`src/rtl/axi_wr_slave_pkg.sv`:
```
// Shared types and constants for the AXI write slave front-end.
// Address/data widths derive from the DDR2 geometry below.
package axi_wr_slave_pkg;

  localparam int ROW_BITS = 13;
  localparam int COL_BITS = 10;
  localparam int BA_BITS  = 2;
  localparam int DQ_BITS  = 16;

  localparam int ADDR_W = ROW_BITS + COL_BITS + BA_BITS;
  localparam int DATA_W = 2 * DQ_BITS;

  localparam logic [1:0] BRESP_OKAY   = 2'b00;
  localparam logic [1:0] BRESP_SLVERR = 2'b10;

  typedef enum logic [2:0] {
    S_IDLE,
    S_WDATA,
    S_CMD,
    S_DRAIN,
    S_RESP
  } wr_state_t;

endpackage

```
`src/rtl/axi_wr_slave_wr_burst_buf.sv`:
```
// Burst buffer: MAX_BEATS x DATA_WIDTH register array, registered read.
// Ports: i_we/i_waddr/i_wdata write, i_re/i_raddr read, o_rdata data.
module wr_burst_buf #(
  parameter int DATA_WIDTH = 32,
  parameter int MAX_BEATS  = 16
) (
  input  logic                         clk,
  input  logic                         rst,
  input  logic                         i_we,
  input  logic [$clog2(MAX_BEATS)-1:0] i_waddr,
  input  logic [DATA_WIDTH-1:0]        i_wdata,
  input  logic                         i_re,
  input  logic [$clog2(MAX_BEATS)-1:0] i_raddr,
  output logic [DATA_WIDTH-1:0]        o_rdata
);

  logic [DATA_WIDTH-1:0] r_mem [MAX_BEATS];
  logic [DATA_WIDTH-1:0] r_rdata;

  // storage itself is not reset; stale contents are never read back
  always_ff @(posedge clk) begin
    if (i_we) r_mem[i_waddr] <= i_wdata;
  end

  always_ff @(posedge clk or posedge rst) begin
    if (rst) begin
      r_rdata <= '0;
    end else if (i_re) begin
      r_rdata <= r_mem[i_raddr];
    end
  end

  assign o_rdata = r_rdata;

endmodule

```
`src/rtl/axi_wr_slave.sv`:
```
// AXI write-channel slave: buffers one AW+W burst, issues a DDR2
// write command, feeds beats on buf_rd, returns B on cmd_done.
module axi_wr_slave
  import axi_wr_slave_pkg::*;
#(
  parameter int ADDR_WIDTH = ADDR_W,
  parameter int DATA_WIDTH = DATA_W,
  parameter int MAX_BEATS  = 16
) (
  input  logic                  clk,
  input  logic                  rst,
  input  logic                  awvalid,
  output logic                  awready,
  input  logic [ADDR_WIDTH-1:0] awaddr,
  input  logic [7:0]            awlen,
  input  logic                  wvalid,
  output logic                  wready,
  input  logic [DATA_WIDTH-1:0] wdata,
  input  logic                  wlast,
  output logic                  bvalid,
  input  logic                  bready,
  output logic [1:0]            bresp,
  output logic                  cmd_req,
  output logic [ADDR_WIDTH-1:0] cmd_addr,
  output logic [7:0]            cmd_len,
  input  logic                  cmd_ack,
  input  logic                  buf_rd,
  output logic [DATA_WIDTH-1:0] buf_data,
  input  logic                  cmd_done
);

  localparam int AW = $clog2(MAX_BEATS);
  localparam int PW = AW + 1;
  localparam logic [PW-1:0] LP_MAX = PW'(MAX_BEATS);
  localparam logic [PW-1:0] LP_ONE = PW'(1);

  wr_state_t r_state;
  wr_state_t w_state_nxt;

  logic [ADDR_WIDTH-1:0] r_addr;
  logic [7:0]            r_awlen;
  logic [7:0]            r_len;
  logic [8:0]            r_cnt;
  logic [8:0]            w_cnt_nxt;
  logic [PW-1:0]         r_wr_ptr;
  logic [PW-1:0]         r_rd_ptr;
  logic [PW-1:0]         w_wr_ptr_nxt;
  logic                  r_err;

  logic w_aw_hs;
  logic w_w_hs;
  logic w_b_hs;
  logic w_buf_we;
  logic w_buf_re;
  logic w_len_bad;

  assign w_aw_hs  = awvalid && (r_state == S_IDLE);
  assign w_w_hs   = wvalid && (r_state == S_WDATA);
  assign w_b_hs   = bready && (r_state == S_RESP);
  assign w_buf_we = w_w_hs && (r_wr_ptr != LP_MAX);
  // rd_ptr saturates at the stored beat count
  assign w_buf_re = buf_rd && (r_state == S_DRAIN)
                    && (r_rd_ptr != r_wr_ptr);

  assign w_wr_ptr_nxt = w_buf_we ? r_wr_ptr + LP_ONE : r_wr_ptr;
  // saturating total-beat counter so runaway masters still flag
  assign w_cnt_nxt = (&r_cnt) ? r_cnt : r_cnt + 9'd1;
  assign w_len_bad = w_cnt_nxt != ({1'b0, r_awlen} + 9'd1);

  always_ff @(posedge clk or posedge rst) begin
    if (rst) begin
      r_state <= S_IDLE;
    end else begin
      r_state <= w_state_nxt;
    end
  end

  always_comb begin
    w_state_nxt = r_state;
    awready     = 1'b0;
    wready      = 1'b0;
    cmd_req     = 1'b0;
    bvalid      = 1'b0;
    bresp       = BRESP_OKAY;
    unique case (r_state)
      S_IDLE: begin
        awready = 1'b1;
        if (awvalid) w_state_nxt = S_WDATA;
      end
      S_WDATA: begin
        wready = 1'b1;
        if (wvalid && wlast) w_state_nxt = S_CMD;
      end
      S_CMD: begin
        cmd_req = 1'b1;
        if (cmd_ack) w_state_nxt = S_DRAIN;
      end
      S_DRAIN: begin
        if (cmd_done) w_state_nxt = S_RESP;
      end
      S_RESP: begin
        bvalid = 1'b1;
        bresp  = r_err ? BRESP_SLVERR : BRESP_OKAY;
        if (bready) w_state_nxt = S_IDLE;
      end
      default: w_state_nxt = S_IDLE;
    endcase
  end

  always_ff @(posedge clk or posedge rst) begin
    if (rst) begin
      r_addr   <= '0;
      r_awlen  <= '0;
      r_len    <= '0;
      r_cnt    <= '0;
      r_wr_ptr <= '0;
      r_rd_ptr <= '0;
      r_err    <= 1'b0;
    end else begin
      if (w_aw_hs) begin
        r_addr   <= awaddr;
        r_awlen  <= awlen;
        r_cnt    <= '0;
        r_wr_ptr <= '0;
        r_rd_ptr <= '0;
        r_err    <= 1'b0;
      end
      if (w_w_hs) begin
        r_cnt    <= w_cnt_nxt;
        r_wr_ptr <= w_wr_ptr_nxt;
        // beat past buffer depth: dropped
        if (!w_buf_we) r_err <= 1'b1;
        if (wlast) begin
          r_len <= 8'(w_wr_ptr_nxt - LP_ONE);
          if (w_len_bad) r_err <= 1'b1;
        end
      end
      if (w_buf_re) r_rd_ptr <= r_rd_ptr + LP_ONE;
      if (w_b_hs) begin
        r_cnt    <= '0;
        r_wr_ptr <= '0;
        r_rd_ptr <= '0;
        r_err    <= 1'b0;
      end
    end
  end

  assign cmd_addr = r_addr;
  assign cmd_len  = r_len;

  wr_burst_buf #(
    .DATA_WIDTH (DATA_WIDTH),
    .MAX_BEATS  (MAX_BEATS)
  ) u_buf (
    .clk     (clk),
    .rst     (rst),
    .i_we    (w_buf_we),
    .i_waddr (r_wr_ptr[AW-1:0]),
    .i_wdata (wdata),
    .i_re    (w_buf_re),
    .i_raddr (r_rd_ptr[AW-1:0]),
    .o_rdata (buf_data)
  );

endmodule
```
`config.mk`:
```
export PLATFORM = sky130hd
export DESIGN_NAME = axi_wr_slave
export DESIGN_NICKNAME = d
export VERILOG_FILES = /design/src/rtl/axi_wr_slave_pkg.sv /design/src/rtl/axi_wr_slave_wr_burst_buf.sv /design/src/rtl/axi_wr_slave.sv
export SDC_FILE = /design/constraint.sdc
export NUM_CORES = 1
export LEC_CHECK = 0
export ABC_AREA = 0
export BUFFER_PORTS_ARGS = -buffer_cell sky130_fd_sc_hd__buf_4
export CORE_ASPECT_RATIO = 1.2
export CORE_MARGIN = 8
export CORE_UTILIZATION = 55
export CTS_BUF_LIST = sky130_fd_sc_hd__clkbuf_4 sky130_fd_sc_hd__clkbuf_8
export DETAILED_ROUTE_END_ITERATION = 6
export GPL_ROUTABILITY_DRIVEN = 0
export PLACE_DENSITY = 0.72
export SETUP_SLACK_MARGIN = 0.1
export SLEW_MARGIN = 5
export SYNTH_ARGS = -nofsm -noshare
export SYNTH_HDL_FRONTEND = slang
export SYNTH_SLANG_ARGS = --single-unit
```
`constraint.sdc`:
```
create_clock -name clk -period 8.7 [get_ports clk]
set_input_delay 1.74 -clock clk [delete_from_list [all_inputs] [get_ports clk]]
set_output_delay 1.74 -clock clk [all_outputs]
set_load 0.02 [all_outputs]
```
==> results of run 1 <==
[report_power, final]
group	switching, mW	internal, mW	leakage, nW
sequential	0.195	3.39	5.77
combinational	0.755	0.739	2.41
clock	1.08	1.26	1.01
[state kept, by name, summed over array words and instances (netlist names)]
signal         cells
r_state            3
r_rd_ptr           5
cmd_addr          25
u_buf.r_mem      512
r_wr_ptr           5
r_cnt              9
r_err              1
u_buf.o_rdata     32
r_awlen            8
cmd_len            6
[final timing paths]
kind	endpoint	slack (ps)	depth (start not counted)
hold / removal	cmd_addr[2]$_DFFE_PP0P_	480	1
min in group asynchronous	u_buf.o_rdata[24]$_DFFE_PP0P_	1110	2
hold reg to reg	cmd_addr[2]$_DFFE_PP0P_	480	1
setup / recovery	cmd_len[4]$_DFFE_PP0P_	4910	12
setup reg to reg	u_buf.o_rdata[17]$_DFFE_PP0P_	5160	5
max in group asynchronous	r_rd_ptr[0]$_DFFE_PP0P_	6210	3
[routing by layer]
layer  global-route usage (%)  part of all wire [%]  vias to the layer above
li1                         -                     -                     4986
met1                    24.99                    41                     5980
met2                    32.45                    51                      349
met3                    3.824                   5.8                       67
met4                    6.249                   1.9                        0
met5                        0                     0                        -
[cells by family after synthesis]
group	after synthesis	synth area share, %
flops	606	74.53
mux	231	18.49
simple gates	120	2.583
buf+inv	66	1.478
compound gates	55	1.383
xor+xnor	30	1.105
fa+ha+maj	8	0.4208
other cells	1	0.01577
[final cells by class]
cell class	instances	share of cell area, %
inverter	4	0.06429
sequential	606	65.10
tap	552	2.535
clock inverter	42	0.8496
antenna	1	0.009184
clock buffer	136	6.043
timing repair buffer	155	4.271
multi-input combinational	445	21.13
[through the flow]
stage / cell area [um2] / setup WS [ps] / cells / utilization (%)
floorplan: 23790 / 4511 / 1117 / -
global placement: 25370 / 4417 / 1762 / 59.28
detailed placement: 25370 / 4293 / 1762 / 59.28
CTS: 27240 / 5023 / 1940 / 63.67
global route: 27250 / 4595 / 1941 / 63.68
finish: 27250 / 4906 / 1941 / 63.68
[cell usage after synthesis (3+ instances only)]
master	n
nor3_1	4
o21ai_0	7
dfrtp_1	94
and4_1	3
and2_1	13
mux2_1	33
a21oi_1	14
inv_1	3
mux2i_1	4
o21ai_1	14
a311oi_1	3
and3_1	8
mux4_2	160
buf_1	4
edfxtp_1	512
buf_4	3
nand3_1	14
nor2_1	27
mux2_2	34
xor2_1	14
clkbuf_1	31
buf_2	14
nand2b_1	7
ha_1	8
a31oi_1	7
xnor2_1	16
nand2_1	31
nand4_1	4
buf_6	10
==> metrics.cfg, run 1 <==
[final_layout]
n_fill_cell = 2882
fin_nets = 1388
drive_gt1_share_pct = 38.04
mostFrequentLayoutCell = edfxtp_1
multiInputGateArea_um2 = 5757
ff_latch_area_um2 = 17740
layout_common_cells = edfxtp_1 (512), mux4_2 (160), buf_4 (155)
syn_to_final_growth_pct = 14.54

[clock_network]
cts_tree = built
clk_pin_slew_worst_paths_ps = 60
clock_latency_ps = 660
cts.htree.levels = 3
cts_buffers = 94
post-cts-setup-buffers = 0
post_cts_resized = 0
cts_sinks = 606
cts.path.max_buffers = 3
cts_hold_buf = 0
clk_root_buffer_cell = clkbuf_8

[logic_synthesis]
syn_nets = 1199
syn_area_um2 = 23790
synth-edff-count = 512
ys_ff_latch = 606
syn-instance-count = 1117
synth_area_leader_cell = edfxtp_1
synth_top_flop_cell = edfxtp_1
synth_area_per_cell_um2 = 21.30
synthArstFlopShare_pct = 15.51
synth_area_leaders = edfxtp_1 (65%), mux4_2 (15%), dfrtp_1 (9.9%), mux2_2 (1.6%), mux2_1 (1.6%)
ys_warn_count = 0
ys_types = 46
synth.yosys.seq_area_share_pct = 74.53
netlist.area_leader.share_pct = 64.64

[critical_path]
crit_slowest_cell = a31oi_1
setup.worst_path.start = wvalid
crit_path_max_fanout = 12
r2r_start = r_rd_ptr[1]$_DFFE_PP0P_
worstPathCellList = buf_4 -> nand4bb_1 -> a31oi_1 -> nor2_1 -> a21oi_1 -> ha_1 -> nand3_1 -> o211ai_1 -> nor2_1 -> a31oi_1 -> xor2_1 -> o21ai_1
critical_path_class = input pin to flop
required_ps = 9230
cpLargestDelayFamily = compound AO/OA/AOI/OAI gates
crit_path_max_incr_delay_ps = 750
worstSetupEndpointType = flop
start_kind = input pin
crit_buf_inv = 1
arrival_ps = 4320

[timing]
tightest_slew_ps = 1246
grt_setup_unrepaired = no
fin_setup_tns_ps = 0
max_slew_margin_pct = 16.93
timing.final.crit_period_ps = 3794
clock_skew_ps = 27.93
whs_ps = 484.7
timing.final.crit_share_pct = 43.61
hold_viol = 0
drv_slew = 0
setup_violations = 0
fmax_mhz = 263.6

[route]
vias_per_cell = 5.864
ant_nets = 0
first_pass_iters = 5
routedWlPerCell_um = 24.36
drtIter0Drc = 788
vias = 11380
detail_route.drc_violations = 0
wl_mm = 47.28

[die]
die_w_um = 205.8
num_rows = 83
die_h_um = 243.8
initial_core_util_pct = 55.59
core-area_um2 = 42790
boundaryPins = 145
die_area_um2 = 50190

[place]
portBuffers = 143
hpwl_mm = 26.75

[global_route]
grt_overflow = 0
grt_pass1_vias = 12290
grt_max_degree = 67
grt.total_usage_pct = 19.27
antenna_found_initial = 1
grt_first_pass_wirelength_mm = 73.14

[hold_path]
min_from = cmd_addr[2]$_DFFE_PP0P_
hold_class = flop to flop

[outcome]
status = finished, final reports clean

[power]
finalPower_mw = 7.418
power_density_nw_per_um2 = 272.3
vdd.ir_drop.worst_mv = 0.2120
p_leak_nw = 9.185

[flow_run]
drv_cap = 0

Note: power is estimated with default switching activity, not from simulation.
==> inputs of run 2 (changes only) <==
==> constraint.sdc (replaced) <==
create_clock -name clk -period 3.8 [get_ports clk]
set_input_delay 0.76 -clock clk [delete_from_list [all_inputs] [get_ports clk]]
set_output_delay 0.76 -clock clk [all_outputs]
set_load 0.02 [all_outputs]
==> metrics.cfg, run 2 (same netlist as run 1, synthesis figures left out) <==
[route]
vias_per_cell = 5.902
wl_met3_mm = 3.003
wl_met2_mm = 24.70
drtIter0Drc = 903
first_pass_iters = 5
ant_nets = 0
detail_route.drc_violations = 0
wl_met1_mm = 19.84
highest_layer = met4
wl_mm = 48.41
vias = 11550
routedWlPerCell_um = 24.74

[clock_network]
post-cts-setup-buffers = 0
cts_sinks = 606
clk_root_buffer_cell = clkbuf_8
post_cts_resized = 0
cts.path.max_buffers = 3
clk_pin_slew_worst_paths_ps = 60
cts_tree = built
cts_hold_buf = 0
clock_latency_ps = 650
cts.htree.levels = 3
cts_buffers = 90

[critical_path]
start_kind = flop
reg2reg_depth = 12
critPathCapture = cmd_len[4]$_DFFE_PP0P_
crit_path_max_fanout = 14
setup.worst_path.start = r_state[1]$_DFFE_PP0P_
worstSetupEndpointType = flop
arrival_ps = 3380
r2r_start = r_state[1]$_DFFE_PP0P_
r2r-end = cmd_len[4]$_DFFE_PP0P_
ff2ff_setup_slack_ps = 940
required_ps = 4330
critical_path_class = flop to flop

[final_layout]
syn_to_final_growth_pct = 16.51
fin_util_pct = 64.77
mostFrequentLayoutCell = edfxtp_1
layout_common_cells = edfxtp_1 (512), buf_4 (164), mux4_2 (160)
regMostFlops = u_buf.r_mem
largest_register_ff_count = 512
n_fill_cell = 2865
fin_nets = 1408
drive_gt1_share_pct = 39.49
postLayoutCellArea_um2 = 27710

[timing]
whs_ps = 203.7
fmax_mhz = 350.1
setup_violations = 0
max_slew_margin_pct = 42.34
drv_slew = 0
timing.final.crit_share_pct = 75.18
hold_viol = 0
timing.final.crit_period_ps = 2857
fin_setup_tns_ps = 0
clock_skew_ps = 27.38
tightest_slew_ps = 864.8
grt_setup_unrepaired = no

[global_route]
grt_pass1_vias = 12490
antenna_found_initial = 2
grt_overflow = 0
grt_first_pass_wirelength_mm = 73.70
grt_max_degree = 83
grt.total_usage_pct = 19.56

[power]
p_leak_nw = 9.398
p_comb_share_pct = 20.3
power_density_nw_per_um2 = 623.9
power_switching_share_pct = 26.61
vdd.ir_drop.worst_mv = 0.4037
seq_power_share_pct = 47.1
p_int_mw = 12.69
clkPwrFrac_pct = 32.5
switchingPower_mw = 4.601

[die]
initial_core_util_pct = 55.59
die_h_um = 243.8
die_w_um = 205.8
boundaryPins = 145
die_area_um2 = 50190
core-area_um2 = 42790
num_rows = 83

[flow_run]
drv_cap = 0

[place]
place_area_um2 = 25730
portBuffers = 143
hpwl_mm = 27.89

[outcome]
status = finished, final reports clean

[hold_path]
hold_class = input pin to async pin

run 2: changes by cell type in the layout (fill, tap and decap cells not counted), sizes merged:
cell      change
clkinv        -5
clkbuf       -11
buf          +24
bufinv        +6
diode         +1
clkinvlp      +1
run 2: power by group through the flow:
stage / Sequential [mW] / Combinational, mW / Clock (mW)
final: 8.15 / 3.51 / 5.63
after global routing: 8.23 / 3.79 / 6.03
after CTS: 8.16 / 3.58 / 5.76
after detailed placement: 8.30 / 3.57 / 0
after global placement: 8.27 / 3.52 / 0
after floorplan: 8.54 / 2.02 / 0
run 2: worst min-delay path by stage:
| stage | from | endpoint | slack [ps] | cells past startpoint |
|---|---|---|---|---|
| after floorplan | r_awlen[5]$_DFFE_PP0P_ | r_awlen[5]$_DFFE_PP0P_ | 500 | 1 |
| after global placement | cmd_addr[1]$_DFFE_PP0P_ | cmd_addr[1]$_DFFE_PP0P_ | 470 | 1 |
| after detailed placement | cmd_addr[0]$_DFFE_PP0P_ | cmd_addr[0]$_DFFE_PP0P_ | 480 | 1 |
| after CTS | rst | r_wr_ptr[2]$_DFFE_PP0P_ | 180 | 2 |
| after global routing | rst | cmd_addr[13]$_DFFE_PP0P_ | 230 | 2 |
| final | rst | u_buf.o_rdata[22]$_DFFE_PP0P_ | 200 | 2 |
run 2: layout make-up:
type | count | area, um2 | area share (%)
repair buffers | 179 | 1531 | 5.526
well taps | 552 | 690.7 | 2.492
multi-input cells | 445 | 5757 | 20.77
clock inverters | 44 | 397.9 | 1.436
diodes | 2 | 5.005 | 0.01806
clock buffers | 125 | 1577 | 5.689
inverters | 4 | 17.52 | 0.06321
flip-flops and latches | 606 | 17740 | 64.00
run 2: metrics by stage:
step	power, mW	cells	setup slack (ps)
final	17.29	1957	943.3
after global routing	18.06	1956	678.3
after CTS	17.51	1955	992.2
after detailed placement	11.87	1786	803.5
after global placement	11.78	1786	836.0
after floorplan	10.56	1117	591.3
run 2: worst max-delay path, cell delays in order (launching register included):
cell and delay [ps]:
dfrtp_1 540, nand4bb_1 260, buf_4 210, a31oi_1 490, nor2_1 100, a21oi_1 190
ha_1 260, nand3_1 90, o211ai_1 110, nor2_1 50, a31oi_1 190, xor2_1 160
o21ai_1 70
run 2: per-layer routing:
layer  vias up  track usage, %
met2       362           32.62
met5         -               0
met4         0           6.708
li1       5021               -
met3        66           3.478
met1      6101           25.78
